[config.mk]
export PLATFORM = sky130hd
export DESIGN_NAME = sram_write_ctrl
export DESIGN_NICKNAME = d
export VERILOG_FILES = /design/src/rtl/sram_write_ctrl_pkg.sv /design/src/rtl/sram_write_ctrl_sync_fifo.sv /design/src/rtl/sram_write_ctrl.sv
export SDC_FILE = /design/constraint.sdc
export NUM_CORES = 1
export LEC_CHECK = 0
export BUFFER_PORTS_ARGS = -buffer_cell sky130_fd_sc_hd__buf_4
export CAP_MARGIN = 20
export CORE_ASPECT_RATIO = 1.4
export CORE_MARGIN = 4
export CORE_UTILIZATION = 60
export CTS_CLUSTER_SIZE = 12
export DETAILED_ROUTE_END_ITERATION = 16
export PLACE_DENSITY = 0.9
export SETUP_SLACK_MARGIN = 0.02
export SYNTH_ARGS = -nofsm -noshare
export SYNTH_HDL_FRONTEND = slang
export SYNTH_HIERARCHICAL = 1
export SYNTH_SLANG_ARGS = --single-unit
[constraint.sdc]
create_clock -name clka -period 6 [get_ports clka]
set_input_delay 0.9 -clock clka [delete_from_list [all_inputs] [get_ports clka]]
set_output_delay 0.9 -clock clka [all_outputs]
set_load 0.01 [all_outputs]
[src/rtl/sram_write_ctrl_pkg.sv]
// sram_write_ctrl_pkg: shared widths, FIFO depth default and FSM encoding for the SRAM write driver
package sram_write_ctrl_pkg;
  localparam int BIT_DATA = 16;
  localparam int SRAM_ADDR_W = 10;
  localparam int FIFO_DEPTH_DEF = 4;
  typedef enum logic [1:0] {
    ST_IDLE = 2'd0,
    ST_RUN  = 2'd1,
    ST_DONE = 2'd2
  } state_t;
endpackage

[src/rtl/sram_write_ctrl_sync_fifo.sv]
// sram_write_ctrl_sync_fifo: staging FIFO with registered full/empty flags and async active-low reset
module sram_write_ctrl_sync_fifo #(
  parameter int WIDTH = 16,
  parameter int DEPTH = 4
) (
  input  logic             clka,
  input  logic             rstn,
  input  logic             push,
  input  logic             pop,
  input  logic [WIDTH-1:0] din,
  output logic [WIDTH-1:0] dout,
  output logic             full,
  output logic             empty
);
  localparam int AW = $clog2(DEPTH);
  logic [WIDTH-1:0] mem [DEPTH];
  logic [AW-1:0] wr_ptr, rd_ptr;
  logic [AW:0] cnt, cnt_nxt;
  assign cnt_nxt = cnt + (AW+1)'(push) - (AW+1)'(pop);
  assign dout = mem[rd_ptr];
  always_ff @(posedge clka or negedge rstn)
    if (!rstn) begin
      wr_ptr <= '0;
      rd_ptr <= '0;
      cnt <= '0;
      full <= 1'b0;
      empty <= 1'b1;
    end else begin
      if (push) wr_ptr <= wr_ptr + AW'(1);
      if (pop) rd_ptr <= rd_ptr + AW'(1);
      cnt <= cnt_nxt;
      full <= cnt_nxt == (AW+1)'(DEPTH);
      empty <= cnt_nxt == '0;
    end
  always_ff @(posedge clka)
    if (push) mem[wr_ptr] <= din;
endmodule

[src/rtl/sram_write_ctrl.sv]
// sram_write_ctrl: stages a LEN-word stream in a FIFO and writes it to SRAM port A at BASE..BASE+LEN-1
module sram_write_ctrl
  import sram_write_ctrl_pkg::*;
#(
  parameter int WIDTH = BIT_DATA,
  parameter int ADDR_W = SRAM_ADDR_W,
  parameter int FIFO_DEPTH = FIFO_DEPTH_DEF
) (
  input  logic              clka,
  input  logic              rstn,
  input  logic              start,
  input  logic [ADDR_W-1:0] base_addr,
  input  logic [ADDR_W:0]   len,
  input  logic              hold,
  input  logic              s_valid,
  input  logic [WIDTH-1:0]  s_data,
  output logic              s_ready,
  output logic              ena,
  output logic              wea,
  output logic [ADDR_W-1:0] addra,
  output logic [WIDTH-1:0]  dina,
  output logic              busy,
  output logic              done
);
  state_t state;
  logic [ADDR_W-1:0] base_q;
  logic [ADDR_W:0] len_q, acc_cnt, wr_cnt;
  logic full, empty, push, pop;
  logic [WIDTH-1:0] head;
  assign s_ready = state == ST_RUN && !full && acc_cnt < len_q;
  assign push = s_valid && s_ready;
  assign pop = state == ST_RUN && !empty && !hold;
  assign busy = state != ST_IDLE;
  assign done = state == ST_DONE;
  sram_write_ctrl_sync_fifo #(.WIDTH(WIDTH), .DEPTH(FIFO_DEPTH)) u_fifo (
    .clka(clka),
    .rstn(rstn),
    .push(push),
    .pop(pop),
    .din(s_data),
    .dout(head),
    .full(full),
    .empty(empty)
  );
  always_ff @(posedge clka or negedge rstn)
    if (!rstn) begin
      state <= ST_IDLE;
      base_q <= '0;
      len_q <= '0;
      acc_cnt <= '0;
      wr_cnt <= '0;
      ena <= 1'b0;
      wea <= 1'b0;
      addra <= '0;
      dina <= '0;
    end else begin
      ena <= pop;
      wea <= pop;
      dina <= pop ? head : '0;
      if (pop) addra <= base_q + wr_cnt[ADDR_W-1:0];
      if (push) acc_cnt <= acc_cnt + (ADDR_W+1)'(1);
      if (pop) wr_cnt <= wr_cnt + (ADDR_W+1)'(1);
      if (state == ST_IDLE && start) begin
        base_q <= base_addr;
        len_q <= len;
        acc_cnt <= '0;
        wr_cnt <= '0;
        state <= len == '0 ? ST_DONE : ST_RUN;
      end else if (state == ST_RUN && pop && wr_cnt + (ADDR_W+1)'(1) == len_q)
        state <= ST_DONE;
      else if (state == ST_DONE)
        state <= ST_IDLE;
    end
endmodule

; ---- Word-level counts from Yosys, hierarchy flattened
; Memory sizes are Yosys's and may differ from the RTL's.
; Index checks and enable logic that the tools add are counted.
[totals]
input_bits = 42
mem_count = 1
wordCells = 55
output_inout_bits = 31
regBits = 81
ram_bits = 64
[memory_table]
columns = memory, words, width, rd, rd_ports_with_merged_regs, write_ports, line_no
row1 = u_fifo.mem, 4, 16, 1, 0, 1, sram_write_ctrl_sync_fifo.sv:16  ; logic [WIDTH-1:0] mem [DEPTH];
[classes]
reduce_logical = 18
mux = 11
n_addsub = 7
n_eq_ne = 4
order_cmp = 1
[ops]
columns = operator, count
row1 = two-way mux 11 bit, 4
row2 = adder 11 x 1 -> 11 bit (second input constant), 2
row3 = two-way mux 16 bit, 1
row4 = == test 11 bit, 1
row5 = zero test 11 bit, 1
row6 = < comparator 11 bit, 1
row7 = adder 10 bit, 1
row8 = logical AND 1 bit, 8
row9 = two-way mux 2 bit, 4
row10 = nonzero test 2 bit, 3
row11 = adder 2 x 1 -> 2 bit (second input constant), 2
row12 = adder 3 x 1 -> 3 bit, 1
row13 = == test 3 bit (second input constant), 1
row14 = zero test 1 bit, 3
row15 = zero test 3 bit, 1
row16 = nonzero test 3 bit, 1
row17 = subtractor 3 x 1 -> 3 bit, 1
row18 = == test 2 x 1 -> 1 bit (second input constant), 1
row19 = == test 2 bit (second input constant), 1
row20 = zero test 2 bit, 1
row21 = two-way mux 1 bit, 2

; ---- Longest topological paths before layout
; Gate-level depths: netlist (run 1).
[depth]
word_depth = 7
mapped_depth = 13

; ---- Cells and area by module
; The synthesis (run 1) kept the hierarchy.
[by_module_without_submodules]
columns = mod, area_each_um2, cells_per_inst, seq_area_each_um2, n_inst
row1 = sram_write_ctrl, 3897.5, 416, 1801.7, 1
row2 = sram_write_ctrl_sync_fifo, 2797.7, 119, 2148.3, 1

; ---- Least setup slack after synthesis (run 1)
; Ideal clock, no wire load.
[synth_path]
path_kind = input to register
startpoint = input port hold
endpoint = register u_fifo.full
path_slack_ns = 2.755
required_time_ns = 5.912
n_path_buf = 3
stages = 12
arrival_ns = 3.157
cell_sequence = or3_1 -> buf_6 -> clkinv_4 -> buf_2 -> buf_2 -> ha_1 -> inv_1 -> ha_1 -> inv_1 -> fa_1 -> xor3_1 -> nor3b_1
[synth_between]
elab_chain_len = 4
[synth_rtl]
columns = item, line_no
row1 = from (decl), sram_write_ctrl.sv:14  ; input logic hold,
row2 = zero test 1 bit, sram_write_ctrl.sv:32  ; assign pop = state == ST_RUN && !empty && !hold;
row3 = logical AND 1 bit, sram_write_ctrl.sv:32
row4 = named net pop, sram_write_ctrl.sv:28  ; logic full, empty, push, pop;
row5 = subtractor 3 x 1 -> 3 bit, sram_write_ctrl_sync_fifo.sv:19  ; assign cnt_nxt = cnt + (AW+1)'(push) - (AW+1)'(pop);
row6 = named net u_fifo.cnt_nxt[2], sram_write_ctrl_sync_fifo.sv:18  ; logic [AW:0] cnt, cnt_nxt;
row7 = == test 3 bit, sram_write_ctrl_sync_fifo.sv:32  ; full <= cnt_nxt == (AW+1)'(DEPTH);
row8 = to (signal assigned), sram_write_ctrl_sync_fifo.sv:32
row9 = to (decl), sram_write_ctrl_sync_fifo.sv:12  ; output logic full,
; The timed path passes the listed nets, and every way through them passes these cells.
; A chain may end at the register's enable or synchronous reset.

; ---- Worst setup path in the final report (run 1)
[layout_path]
startpoint = register len_q[6]
endpoint = register u_fifo.full
[layout_between]
elab_chain_len = 6
[layout_rtl]
columns = item, line_no
row1 = from (decl), sram_write_ctrl.sv:27  ; logic [ADDR_W:0] len_q, acc_cnt, wr_cnt;
row2 = from (signal assigned), sram_write_ctrl.sv:65  ; len_q <= len;
row3 = < comparator 11 bit, sram_write_ctrl.sv:30  ; assign s_ready = state == ST_RUN && !full && acc_cnt < len_q;
row4 = logical AND 1 bit, sram_write_ctrl.sv:30
row5 = logical AND 1 bit, sram_write_ctrl.sv:31  ; assign push = s_valid && s_ready;
row6 = named net push, sram_write_ctrl.sv:28
row7 = adder 3 x 1 -> 3 bit, sram_write_ctrl_sync_fifo.sv:19
row8 = subtractor 3 x 1 -> 3 bit, sram_write_ctrl_sync_fifo.sv:19
row9 = named net u_fifo.cnt_nxt[2], sram_write_ctrl_sync_fifo.sv:18
row10 = == test 3 bit, sram_write_ctrl_sync_fifo.sv:32
; The timed path passes the listed nets, and every way through them passes these cells.

==> impl_metrics.toml, run 1 <==
[outcome]
status = "completed"

[placement]
place.detailed.hpwl_mm = 9.572
place_area_um2 = 7281
placedCellCount = 726
place.gp.congestion = 0.9426
port_buffers = 72

[synthesis]
synth_top_area_frac = 0.2990
synth.distinct_cells = 60
synth_top_family_by_area = "simple AND/OR/NAND/NOR gates"
syn-instance-count = 535
async_reset_ff_frac = 0.5586
yosysMostFrequentCell = "nand2_1"
synth_area_um2 = 6695
avgSynthCellArea_um2 = 12.51
synth-seq-cells = 145
synth_fa_ha_area_frac = 0.05644
synth_seq_area_share = 0.5900
synth_top_cell_by_area = "dfrtp_1"
ys_warn_count = 6
muxShareOfSynthArea = 0.06317
synth-edff-count = 64
synth_flop_cell = "dfrtp_1"
ys_top_cells_by_count = "nand2_1 (83), dfrtp_1 (80), edfxtp_1 (64)"
synth_area_leaders = "dfrtp_1 (30%), edfxtp_1 (29%), ha_1 (5.0%), nand2_1 (4.7%), mux4_1 (3.1%)"
syn_nets = 606
yosys.area_share.simple = 0.1297
synth-compound-area-share = 0.08821
synth_xor_area_frac = 0.03756

[setup_path]
reg2reg_from = "len_q[6]$_DFFE_PN0P_"
worstSetupPathType = "reg -> reg"
crit_required_ns = 6.34
crit_path_end_kind = "register"
crit_start = "len_q[6]$_DFFE_PN0P_"
cp.arrival_ns = 3.74
reg2reg_depth = 12
critical_path_peak_fanout = 10
start_kind = "register"

[die]
io_pins = 73
start_util = 0.6161
die_w_um = 97.28
dieArea_um2 = 12940
rows = 45
die_height_um = 133.0
design.core.area_um2 = 10870

[final_layout]
nets = 676
final_cells = 759
drive_above_1_share = 0.2087
fin_area_um2 = 7893
area_growth_pct = 17.88
num_antenna_cells = 0

[detailed_routing]
wl_per_cell_um = 19.76
via_per_inst = 6.152
ant_nets = 0
via_count = 4669
drt_wl_total_mm = 15.00
drc = 0
dr.pass1.iters = 5
dr.first_iter.drc_count = 270

[grt]
grt.overflow.total = 0
grt_pass1_wl_mm = 24.10
grt_max_degree = 82
grt_pass1_vias = 4885
track_usage = 0.2385
grt_antenna_before_repair = 0

[clock_network]
clock-sinks = 145
cts_made_buffers = 17
htree_levels = 4
clk_latency_ns = 0.43
ctsResizeCount = 0
post_cts_buffers = 0
cts_max_path_buffers = 2
cts-root-buf = "clkbuf_16"
cts_tree = "built"
clkSlewWorstSetupHoldPaths_ns = 0.07
hold_buffers = 0

[power]
power.leakage_nw = 3.407
vdd_drop_max_mv = 0.3065
p_per_area_nw_per_um2 = 511.3
total_power_mw = 4.035

[sta]
post-route-min-period_ns = 3.397
fmax_mhz = 294.4
finalMaxSlewViolations = 0
rsz0062_at_grt = "false"
worstMarginPinSlew_ns = 0.9606
fin_skew_ns = 0.009701
finalCritPeriodShare = 0.5662
setup_violations = 0
fin_tns_setup_ns = 0
hold_violations = 0
max-slew-margin-rel = 0.3596

[hold_path]
worstHoldPathType = "in -> async"

[run]
cap_violations = 0
-- flip-flops by register name, indices dropped and copies added (netlist names), 3 cells and up --
name,flops
base_q,10
len_q,11
dina,16
addra,10
u_fifo/mem,64
acc_cnt,11
u_fifo/cnt,3
wr_cnt,11
-- placed cells by master, fill, tap and decap left out, types with 3 or more instances in the layout --
cell,n
buf_4,74
inv_1,21
or4_1,6
and2_1,25
and3_1,7
nor3_1,7
dfrtp_1,80
clkbuf_16,17
inv_6,3
nor2_1,16
ha_1,27
xnor2_1,15
nand3_1,11
o21bai_1,3
mux4_2,8
nand2_1,83
a21oi_1,20
mux4_1,8
edfxtp_1,64
o31ai_1,12
inv_8,7
xor2_1,11
o21ai_0,35
nand4_1,6
nor4_1,3
o211ai_1,3
-- per-stage QoR --
step | hold slack (ns) | utilization | worst slack, ns
after detailed placement | 0.4692 | 0.6700 | 2.537
after global placement | 0.4676 | 0.6700 | 2.703
final | 0.2950 | 0.7263 | 2.603
after CTS | 0.4925 | 0.7238 | 2.672
after global routing | 0.2870 | 0.7263 | 2.460
after floorplan | 0.4523 | - | 2.755
-- layer usage --
layer  vias up  global-route usage  share of wire
met5         -                   0              0
met4         0              0.1363          0.042
met3        62             0.05380          0.057
met2       217              0.4232           0.53
met1      2308              0.2614           0.37
li1       2082                   -              -
-- logic make-up after synthesis --
group	Yosys count
AND/OR/NAND/NOR	176
flip-flops	145
AO/OA/AOI/OAI	93
buffers and inverters	46
adder cells (fa/ha/maj)	29
XOR/XNOR	27
multiplexers	19
-- power by group --
group	leakage (nW)	internal (mW)	switching (mW)
Sequential	1.62	1.37	0.257
Combinational	1.50	0.629	0.746
Clock	0.287	0.558	0.473
Total	3.41	2.56	1.48
-- worst max-delay path, stage by stage, from the launching register on --
cell and delay, ns:
dfrtp_1 0.45, inv_1 0.16, ha_1 0.34, a21oi_1 0.18, o21ai_0 0.12, a21oi_1 0.25
o211ai_2 0.24, inv_1 0.30, ha_1 0.22, inv_1 0.06, fa_1 0.36, xor3_1 0.43
nor3b_1 0.20
-- cell type report --
| class | instances | area, um2 |
|---|---|---|
| clock buffer | 17 | 425.4 |
| inverter | 22 | 87.58 |
| fill | 653 | 2974 |
| sequential | 145 | 3950 |
| tap | 141 | 176.4 |
| clock inverter | 15 | 158.9 |
| timing repair buffer | 75 | 583.1 |
| multi-input combinational | 344 | 2511 |
-- worst paths after layout --
path / end / slack, ns
setup / recovery: u_fifo/full$_DFF_PN0_ / 2.60
hold / removal: dina[6]$_DFF_PN0_ / 0.30
setup reg to reg: u_fifo/full$_DFF_PN0_ / 2.60
hold reg to reg: addra[6]$_DFFE_PN0P_ / 0.49
max in group asynchronous: u_fifo/empty$_DFF_PN1_ / 5.08
min in group clka: addra[6]$_DFFE_PN0P_ / 0.49
No activity file was read; power rests on OpenSTA's default activity.
==> inputs of run 2 (changes only) <==
Settings changed: CORE_UTILIZATION 60 to 53, PLACE_DENSITY 0.9 to 0.85.
Clock period 6 ns to 2.7 ns, I/O delays scaled along.
==> run 2 against run 1 <==
Compared with the run above: final cell count is 3.8% higher; sequential share of layout area down 1.8 points; first-iteration DRC count down 14%; routed wire length increased by 0.87%; critical endpoint unchanged.
==> impl_metrics.toml, run 2 (synthesized netlist as in run 1, its figures left out) <==
[clock_network]
clkSlewWorstSetupHoldPaths_ns = 0.07
cts_made_buffers = 17
cts_tree = "built"
htree_levels = 4
cts-root-buf = "clkbuf_16"
cts_max_path_buffers = 2
clk_latency_ns = 0.43
clock-sinks = 145

[final_layout]
final_common_cell = "buf_4"
drive_above_1_share = 0.2555
largest_reg_flops = 64
area.sequential_um2 = 3951
multiInputGateArea_um2 = 2597
fillers = 859
layout_common_cells = "buf_4 (91), nand2_1 (82), dfrtp_1 (79)"
reg_top3 = "u_fifo/mem (64), dina (16)"
top_register = "u_fifo/mem"
num_antenna_cells = 0
nets = 696
finish.utilization = 0.6625
area_growth_pct = 22.43

[setup_path]
start_kind = "register"
crit_path_end_kind = "register"
crit_required_ns = 3.05
reg2reg_from = "len_q[8]$_DFFE_PN0P_"
reg2reg_depth = 12
critical_path_peak_fanout = 3
path_cells = "inv_2, ha_4, a21oi_4, o21ai_2, nor4_4, o211ai_2, inv_2, ha_1, inv_1, fa_2, xor3_1, nor3b_2"
cpPeakStageDelay_ns = 0.39
crit_top_cell = "inv_2"
reg2reg_to = "u_fifo/full$_DFF_PN0_"
ff2ff_setup_slack_ns = 0.05
cp.arrival_ns = 3.00
worstSetupPathType = "reg -> reg"
slowest_stage = "dfrtp_1"

[sta]
finalMaxSlewViolations = 0
post-route-min-period_ns = 2.651
setup_violations = 0
max-slew-margin-rel = 0.5094
hold_violations = 0
fin_skew_ns = 0.02440
finalCritPeriodShare = 0.9819
worstMarginPinSlew_ns = 0.7359
fmax_mhz = 377.2
fin_tns_setup_ns = 0
rsz0062_at_grt = "true"

[run]
cap_violations = 0

[outcome]
status = "completed"

[detailed_routing]
dr.pass1.iters = 5
via_count = 4618
drt_wl_total_mm = 15.13
wl_per_cell_um = 19.19
via_per_inst = 5.860
drc = 0
dr.first_iter.drc_count = 233
ant_nets = 0

[placement]
place.gp.congestion = 0.9332
place.detailed.hpwl_mm = 9.906
port_buffers = 72

[hold_path]
min_to = "base_q[8]$_DFFE_PN0P_"
worstHoldPathType = "in -> reg"
min_from = "base_addr[8]"
hold_path_depth = 3

[power]
power.leakage_nw = 3.532
vdd_drop_max_mv = 0.7538
p_per_area_nw_per_um2 = 1150

[grt]
grt_pass1_vias = 4798
grt.overflow.total = 0
grt_pass1_wl_mm = 23.94
grt_antenna_before_repair = 0
track_usage = 0.2173
grt_max_degree = 82

[die]
start_util = 0.5412
io_pins = 73
die_height_um = 141.0
rows = 48
design.core.area_um2 = 12370
die_w_um = 103.0
dieArea_um2 = 14520
==> run 2: cell count changes in the layout (fill, tap and decap cells not counted), sizes merged <==
cell         before  now
inv              31   32
buf              75   94
dlygate4sd3       0    1
bufinv            0    1
clkinv            5    3
==> run 2: final cells by class <==
class	count	area share
well taps	150	0.02290
multi-input cells	344	0.3169
inverters	22	0.01069
flip-flops and latches	145	0.4821
clock inverters	15	0.02274
repair buffers	95	0.09281
clock buffers	17	0.05190
==> run 2: worst max-delay path by stage <==
stage | startpoint | end | slack (ns)
global placement | len_q[6]$_DFFE_PN0P_ | u_fifo/full$_DFF_PN0_ | 0.18
finish | len_q[8]$_DFFE_PN0P_ | u_fifo/full$_DFF_PN0_ | 0.05
detailed placement | len_q[6]$_DFFE_PN0P_ | u_fifo/full$_DFF_PN0_ | -0.05
CTS | len_q[8]$_DFFE_PN0P_ | u_fifo/full$_DFF_PN0_ | -0.1
floorplan | state[1]$_DFFE_PN0P_ | u_fifo/full$_DFF_PN0_ | 0.11
global route | len_q[8]$_DFFE_PN0P_ | u_fifo/full$_DFF_PN0_ | -0.07
==> run 2: where the power goes <==
part | internal, mW | switching, mW
combinational | 1.65 | 1.83
sequential | 3.05 | 0.504
clock | 1.34 | 1.06
total | 6.04 | 3.39
==> run 2: through the flow <==
stage	cell area, um2	hold WS [ns]	total power [mW]	cells	setup slack (ns)
floorplan	6704	0.1094	5.620	535	0.1136
global placement	7392	0.4643	6.530	745	0.1814
detailed placement	7392	0.4721	6.749	745	-0.04749
CTS	8011	0.1607	9.196	777	-0.09593
global route	8197	0.1679	10.02	788	-0.06928
finish	8197	0.1613	9.426	788	0.04900
==> run 2: repair_timing <==
action,4_1_cts,5_1_grt
hold endpoints to repair,0,11
hold buffers,0,1
pin swaps,0,4
endpoints found under the setup margin,3,37
setup buffers,0,9
gates resized for setup,2,16
==> run 2: per-layer routing <==
| metal | up-vias | part of all wire | wire [um] | global-route usage |
|---|---|---|---|---|
| met2 | 206 | 0.54 | 8220 | 0.3767 |
| li1 | 2124 | - | - | - |
| met5 | - | 0 | 0 | 0 |
| met3 | 50 | 0.061 | 927 | 0.05149 |
| met4 | 0 | 0.047 | 707 | 0.1235 |
| met1 | 2238 | 0.35 | 5269 | 0.2376 |
==> run 2: worst max-delay path: cells and delay by family (launching register included) <==
family,cells,cell delay (ns)
fa+ha+maj,3,0.69
simple gates,2,0.56
compound gates,3,0.44
flops,1,0.39
xor+xnor,1,0.27
buf+inv,3,0.23
